### src/rtl/serial_adder.sv
// Bit-serial WIDTH-bit adder (LSB first) with a start/busy/done handshake.
// Define OVF_FLAG_EN to add the registered two's-complement overflow output ovf.
module serial_adder #(
  parameter int unsigned WIDTH = 8
) (
  input  logic             clk,
  input  logic             rst_n,
  input  logic             start,
  input  logic [WIDTH-1:0] a,
  input  logic [WIDTH-1:0] b,
  input  logic             cin,
  output logic             busy,
  output logic             done,
  output logic [WIDTH-1:0] sum,
  output logic             cout
`ifdef OVF_FLAG_EN
  ,
  output logic             ovf
`endif
);

  localparam int unsigned CNT_W = (WIDTH > 1) ? $clog2(WIDTH) : 1;

  typedef enum logic [1:0] {
    IDLE = 2'd0,
    RUN  = 2'd1,
    DONE = 2'd2
  } state_e;

  state_e             state_q, state_d;
  logic [WIDTH-1:0]   sha_q, sha_d;
  logic [WIDTH-1:0]   shb_q, shb_d;
  logic [WIDTH-1:0]   shs_q, shs_d;
  logic               carry_q, carry_d;
  logic [CNT_W-1:0]   cnt_q, cnt_d;
  logic [WIDTH-1:0]   sum_q, sum_d;
  logic               cout_q, cout_d;
  logic               busy_q, busy_d;
  logic               done_q, done_d;
`ifdef OVF_FLAG_EN
  logic               ovf_q, ovf_d;
`endif

  // The single full-adder cell
  logic s_c;
  logic maj_c;
  assign s_c   = sha_q[0] ^ shb_q[0] ^ carry_q;
  assign maj_c = (sha_q[0] & shb_q[0]) | (sha_q[0] & carry_q) | (shb_q[0] & carry_q);

  always_comb begin
    state_d = state_q;
    sha_d   = sha_q;
    shb_d   = shb_q;
    shs_d   = shs_q;
    carry_d = carry_q;
    cnt_d   = cnt_q;
    sum_d   = sum_q;
    cout_d  = cout_q;
    busy_d  = 1'b0;
    done_d  = 1'b0;
`ifdef OVF_FLAG_EN
    ovf_d   = ovf_q;
`endif
    case (state_q)
      IDLE: begin
        if (start) begin
          sha_d   = a;
          shb_d   = b;
          carry_d = cin;
          cnt_d   = '0;
          busy_d  = 1'b1;
          state_d = RUN;
        end
      end
      RUN: begin
        busy_d  = 1'b1;
        sha_d   = {1'b0, sha_q[WIDTH-1:1]};
        shb_d   = {1'b0, shb_q[WIDTH-1:1]};
        shs_d   = {s_c, shs_q[WIDTH-1:1]};
        carry_d = maj_c;
        cnt_d   = cnt_q + CNT_W'(1);
        // Last edge processes the MSB; carry_q here is the carry into the MSB
        if (cnt_q == CNT_W'(WIDTH - 1)) begin
          sum_d   = {s_c, shs_q[WIDTH-1:1]};
          cout_d  = maj_c;
          cnt_d   = '0;
          busy_d  = 1'b0;
          done_d  = 1'b1;
          state_d = DONE;
`ifdef OVF_FLAG_EN
          ovf_d   = carry_q ^ maj_c;
`endif
        end
      end
      DONE: begin
        state_d = IDLE;
      end
      default: begin
        state_d = IDLE;
      end
    endcase
  end

  always_ff @(posedge clk or negedge rst_n) begin
    if (!rst_n) begin
      state_q <= IDLE;
      sha_q   <= '0;
      shb_q   <= '0;
      shs_q   <= '0;
      carry_q <= 1'b0;
      cnt_q   <= '0;
      sum_q   <= '0;
      cout_q  <= 1'b0;
      busy_q  <= 1'b0;
      done_q  <= 1'b0;
`ifdef OVF_FLAG_EN
      ovf_q   <= 1'b0;
`endif
    end else begin
      state_q <= state_d;
      sha_q   <= sha_d;
      shb_q   <= shb_d;
      shs_q   <= shs_d;
      carry_q <= carry_d;
      cnt_q   <= cnt_d;
      sum_q   <= sum_d;
      cout_q  <= cout_d;
      busy_q  <= busy_d;
      done_q  <= done_d;
`ifdef OVF_FLAG_EN
      ovf_q   <= ovf_d;
`endif
    end
  end

  assign busy = busy_q;
  assign done = done_q;
  assign sum  = sum_q;
  assign cout = cout_q;
`ifdef OVF_FLAG_EN
  assign ovf  = ovf_q;
`endif

endmodule

### config.mk
export PLATFORM = sky130hd
export DESIGN_NAME = serial_adder
export DESIGN_NICKNAME = d
export VERILOG_FILES = /design/src/rtl/serial_adder.sv
export SDC_FILE = /design/constraint.sdc
export NUM_CORES = 1
export LEC_CHECK = 0
export ABC_CLOCK_PERIOD_IN_PS = 2000
export CORE_MARGIN = 2
export CORE_UTILIZATION = 50
export DETAILED_ROUTE_END_ITERATION = 7
export PLACE_DENSITY = 0.79
export SLEW_MARGIN = 15
export SYNTH_ARGS = -nofsm -noshare
export SYNTH_HDL_FRONTEND = slang
export SYNTH_SLANG_ARGS = --single-unit
### constraint.sdc
create_clock -name clk -period 2 [get_ports clk]
set_input_delay 0.5 -clock clk [delete_from_list [all_inputs] [get_ports clk]]
set_output_delay 0.5 -clock clk [all_outputs]
set_load 0.05 [all_outputs]
Word level (Yosys, flattened, before mapping). Index checks and enable logic that the tools add are counted. Widths: inputs -> output; s select.

Add/sub/neg operators: 1. Bitwise logic cells: 7. Reductions and logical operators: 5. Mux-type cells: 17. Equal/unequal tests: 4.

Operators with widths (count): $pmux 8 s2 (2); $mux 8 (2); $mux 3 (2); $pmux 3 s2 (1); $reduce_and 2->1 (3); $mux 1 (5); $mux 2 (2); $ne 2x2->1 const B (2); $pmux 1 s2 (2); $pmux 2 s2 (1); $add 3x1->3 const B (1); $and 1x1->1 (3); $eq 3x3->1 const B (1); $eq 2x1->1 const B (1); $logic_not 2->1 (1); $or 1x1->1 (2); $reduce_bool 2->1 (1); $xor 1x1->1 (2).

Input port bits: 20. Register bits: 41. Word-level logic and storage cells: 44. Output and inout bits: 11.

Depth between registers and ports, before layout.
Word-level depth: 4. Mapped depth: 6. Mapped depth without buffers: 5.

Least setup slack after synthesis. OpenSTA, ideal clock, no wires.

Kind: register to register. Start point: reg cnt_q[0]. End point: reg cout_q (netlist: cout). Buffers on the path: 1. Setup time: 0.125 ns. Required time: 1.875 ns. Path slack: 0.578 ns. Stages on the path, launching flop included: 6. Clock period less this slack: 1.422 ns. Arrival time: 1.296 ns. Path through: dfrtp_1 ha_1 ha_1 nand2_4 buf_6 mux2_4.

Longest elaborated chain between the ends: 2.

Ends and longest elaborated chain: start, declared (line 35) `logic [CNT_W-1:0] cnt_q, cnt_d;`; start signal, assigned (line 125) `cnt_q <= cnt_d;`; $eq 3x3->1 (line 83) `if (cnt_q == CNT_W'(WIDTH - 1)) begin`; $reduce_and 2->1 (no line); end signal, assigned (line 127) `cout_q <= cout_d;`; end, declared (line 37) `logic cout_q, cout_d;`.

Every way passes these cells. A chain may end at the register's enable or synchronous reset.

Worst setup path after layout.
Start point: reg sum_q[4] (netlist: sum[4]). End point: out sum[4].

RTL lines: start, declared (line 36) `logic [WIDTH-1:0] sum_q, sum_d;`; start signal, assigned (line 126) `sum_q <= sum_d;`; end, declared (line 14) `output logic [WIDTH-1:0] sum,`.

No word-level cell between the ends.

==> metrics.csv <==
stage,metric,value,unit
clocking,CTS tree,yes,
cells_and_area,Final Net Count,200,
synth,#FFs+latches synth,40,
critical_path,Crit. End Element,output pin,
clocking,CTS resizes,6,
critical_path,CP max stage delay,540,ps
critical_path,kind of critical path,reg -> out,
floorplanning,die area,3910,um^2
synth,Post-Syn Area,1710,um^2
critical_path,critical path data required time,1500,ps
synth,Mapped Cells,147,
clocking,root buf cell,clkbuf_4,
global_routing,number of global-route vias before repair,1252,
cells_and_area,layout cells sized above 1,15.3,%
critical_path,"setup slack, reg-to-reg",370,ps
routing,drt wl/cell,15.6,um
synth,"Distinct cells, synth",25,
sta,Max Clk Rate,565,MHz
sta,RSZ-0062 raised after global routing,false,
routing,Antenna Nets Post-Route,0,
flow_run,max cap viols,0,
sta,Tcrit/Tclk final,88.5,%
critical_path,"CP delay by family, top",buffers and inverters,
floorplanning,Starting Density,51.7,%
clocking,Post-CTS Setup Inserts,0,
synth,number of synthesized flops with an enable pin,0,
routing,routed wire length,3470,um
global_routing,Overflow after GRT,0,
clocking,Sink Count,40,
cells_and_area,diode count,0,
power,pwr/cell area,1690,nW/um^2
floorplanning,Die Ht,62.5,um
critical_path,CP cell instances,dlygate4sd2_1,
global_routing,pin count of the biggest net entering global routing,41,
critical_path,CP Buf/Inv Count,1,
synth,syn nets,170,
floorplanning,# rows,21,
worst_hold_path,min-delay worst type,in -> async,
placement,HPWL after DPL,2490,um
placement,GP Congestion,0.824,
routing,drt pass-1 iters,4,
sta,Slew Limit Fails,0,
critical_path,Max Fanout on Critical Path,2,
synth,sequential fraction of the synthesis area,58.4,%
synth,synthesized area per cell,11.7,um^2
sta,Max-slew headroom,54.1,%
critical_path,Worst R2R Path Depth,3,
global_routing,GRT Util Overall,19.7,%
sta,Final Hold Vio Count,0,
clocking,cts bufs inserted,5,
critical_path,r2r endpoint,sum[4],
placement,Port Buffers,30,
global_routing,initial antenna violation count,0,
clocking,"Hold-fix buffers, CTS",0,
power,Power Total,0.00358,W
synth,post-synthesis async set-or-reset flop share,100,%
routing,vias,1272,
floorplanning,die width,62.5,um
synth,ys flop type,dfrtp_1,
global_routing,first-pass GRT wire length,5910,um
routing,Iter 0 DRT Violations,103,
power,VDD IR-drop max,0.771,mV
sta,final worst path period need,1770,ps
floorplanning,I/O Pins,31,
sta,Least-Margin Pin Slew,689,ps
routing,# DRC,0,
sta,Setup Skew,10.2,ps
run_status,status,finished clean,
synth,YS warnings,0,
cells_and_area,Syn-to-layout area delta,23.5,%
critical_path,Crit-path slowest cell,dlygate4sd2_1,
clocking,register clock-pin slew on the reported worst setup and hold paths,120,ps
power,Static Leak,0.984,nW
clocking,maximum clock insertion buffer count,2,
sta,final setup vio count,0,
sta,Setup TNS,0,ps
critical_path,CP arrival,1270,ps
critical_path,R2R Path Start,state_q[1],
clocking,H-Tree Level Count,2,
critical_path,CP Launch Type,register,
clocking,clk_lat worst skew,350,ps
floorplanning,Core Region,3310,um^2
routing,Avg Vias per Cell,5.70,
## power breakdown
part / leakage (nW) / switching, W / total (W) / internal [W]
registers: 0.476 / 0.000273 / 0.00145 / 0.00118
logic: 0.457 / 0.000874 / 0.00149 / 0.000614
clock network: 0.0513 / 0.000260 / 0.000642 / 0.000383
total: 0.984 / 0.00141 / 0.00358 / 0.00217
## synth_stat cells, drive strengths merged (2+ instances only)
cell,count,area (um^2)
a21oi,12,60.1
a2bb2oi,4,35.0
a32o,2,20.0
buf,7,47.5
clkbuf,2,7.51
dfrtp,40,1000
ha,2,25.0
inv,5,18.8
mux2,9,131
nand2,25,101
nand2b,3,18.8
nor2,2,7.51
o21ai,2,10.0
o22ai,24,150
## worst max path at each step
| stage | endpoint | slack (ps) | cells after the start | from |
|---|---|---|---|---|
| CTS | sum[4] | 200 | 1 | sum[4] |
| global route | sum[4] | 160 | 1 | sum[4] |
| detailed placement | sha_q[1] | 90 | 5 | start |
| global placement | sha_q[1] | 190 | 3 | start |
| floorplan | cout | 580 | 5 | cnt_q[0] |
| finish | sum[4] | 230 | 1 | sum[4] |
## cell type report
class	count	area (um^2)
multi-input combinational	93	638
sequential	40	1000
clock buffer	5	37.5
fill	276	1190
tap	46	57.6
timing repair buffer	32	303
clock inverter	2	60.1
inverter	5	18.8
## state kept, by name, summed over array words and instances (netlist names)
name     count
sha_q        8
shb_q        8
sum          8
shs_q        7
cnt_q        3
state_q      2
busy         1
carry_q      1
cout         1
done         1
## cell usage in the layout, fill, tap and decap left out, types with 2 or more instances in the layout
master	synthesis	final
o21ai_0	2	2
a2bb2oi_1	4	4
buf_4	0	6
mux2_4	8	8
o22ai_1	24	24
dlygate4sd2_1	0	6
dfrtp_1	40	40
clkdlybuf4s50_1	0	18
nor2_1	2	2
a32o_1	2	2
ha_1	2	2
inv_1	5	5
nand2b_1	3	3
nand2_1	24	24
a21oi_1	12	12
bufinv_16	0	2
clkbuf_4	0	5
## logic make-up after synthesis
| family | after synthesis | synth area share, % |
|---|---|---|
| AOI/OAI and AO/OA | 48 | 18.1 |
| adders and majority gates | 3 | 2.63 |
| buffers and inverters | 14 | 4.31 |
| DFF | 40 | 58.4 |
| muxes | 9 | 7.67 |
| and+or+nand+nor | 33 | 8.84 |
## routing by layer
| layer | global-route usage [%] | routed length (um) | part of all wire [%] | up-vias |
|---|---|---|---|---|
| met1 | 23.7 | 1410 | 41 | 627 |
| met2 | 33.3 | 1790 | 51 | 49 |
| li1 | - | - | - | 590 |
| met3 | 6.67 | 222 | 6.4 | 6 |
| met4 | 6.67 | 51 | 1.5 | 0 |
| met5 | 0 | 0 | 0 | - |
## stage by stage
step	hold slack (ps)	worst slack (ps)	cell area, um^2	std cells	util [%]
6_report	100	231	2120	223	63.9
5_1_grt	95.4	162	2120	223	63.9
4_1_cts	105	198	2120	223	63.9
3_5_place_dp	458	85.9	2030	216	61.2
3_3_place_gp	456	189	2030	216	61.2
2_1_floorplan	204	578	1710	147	-
(Power assumes the default switching activity.)
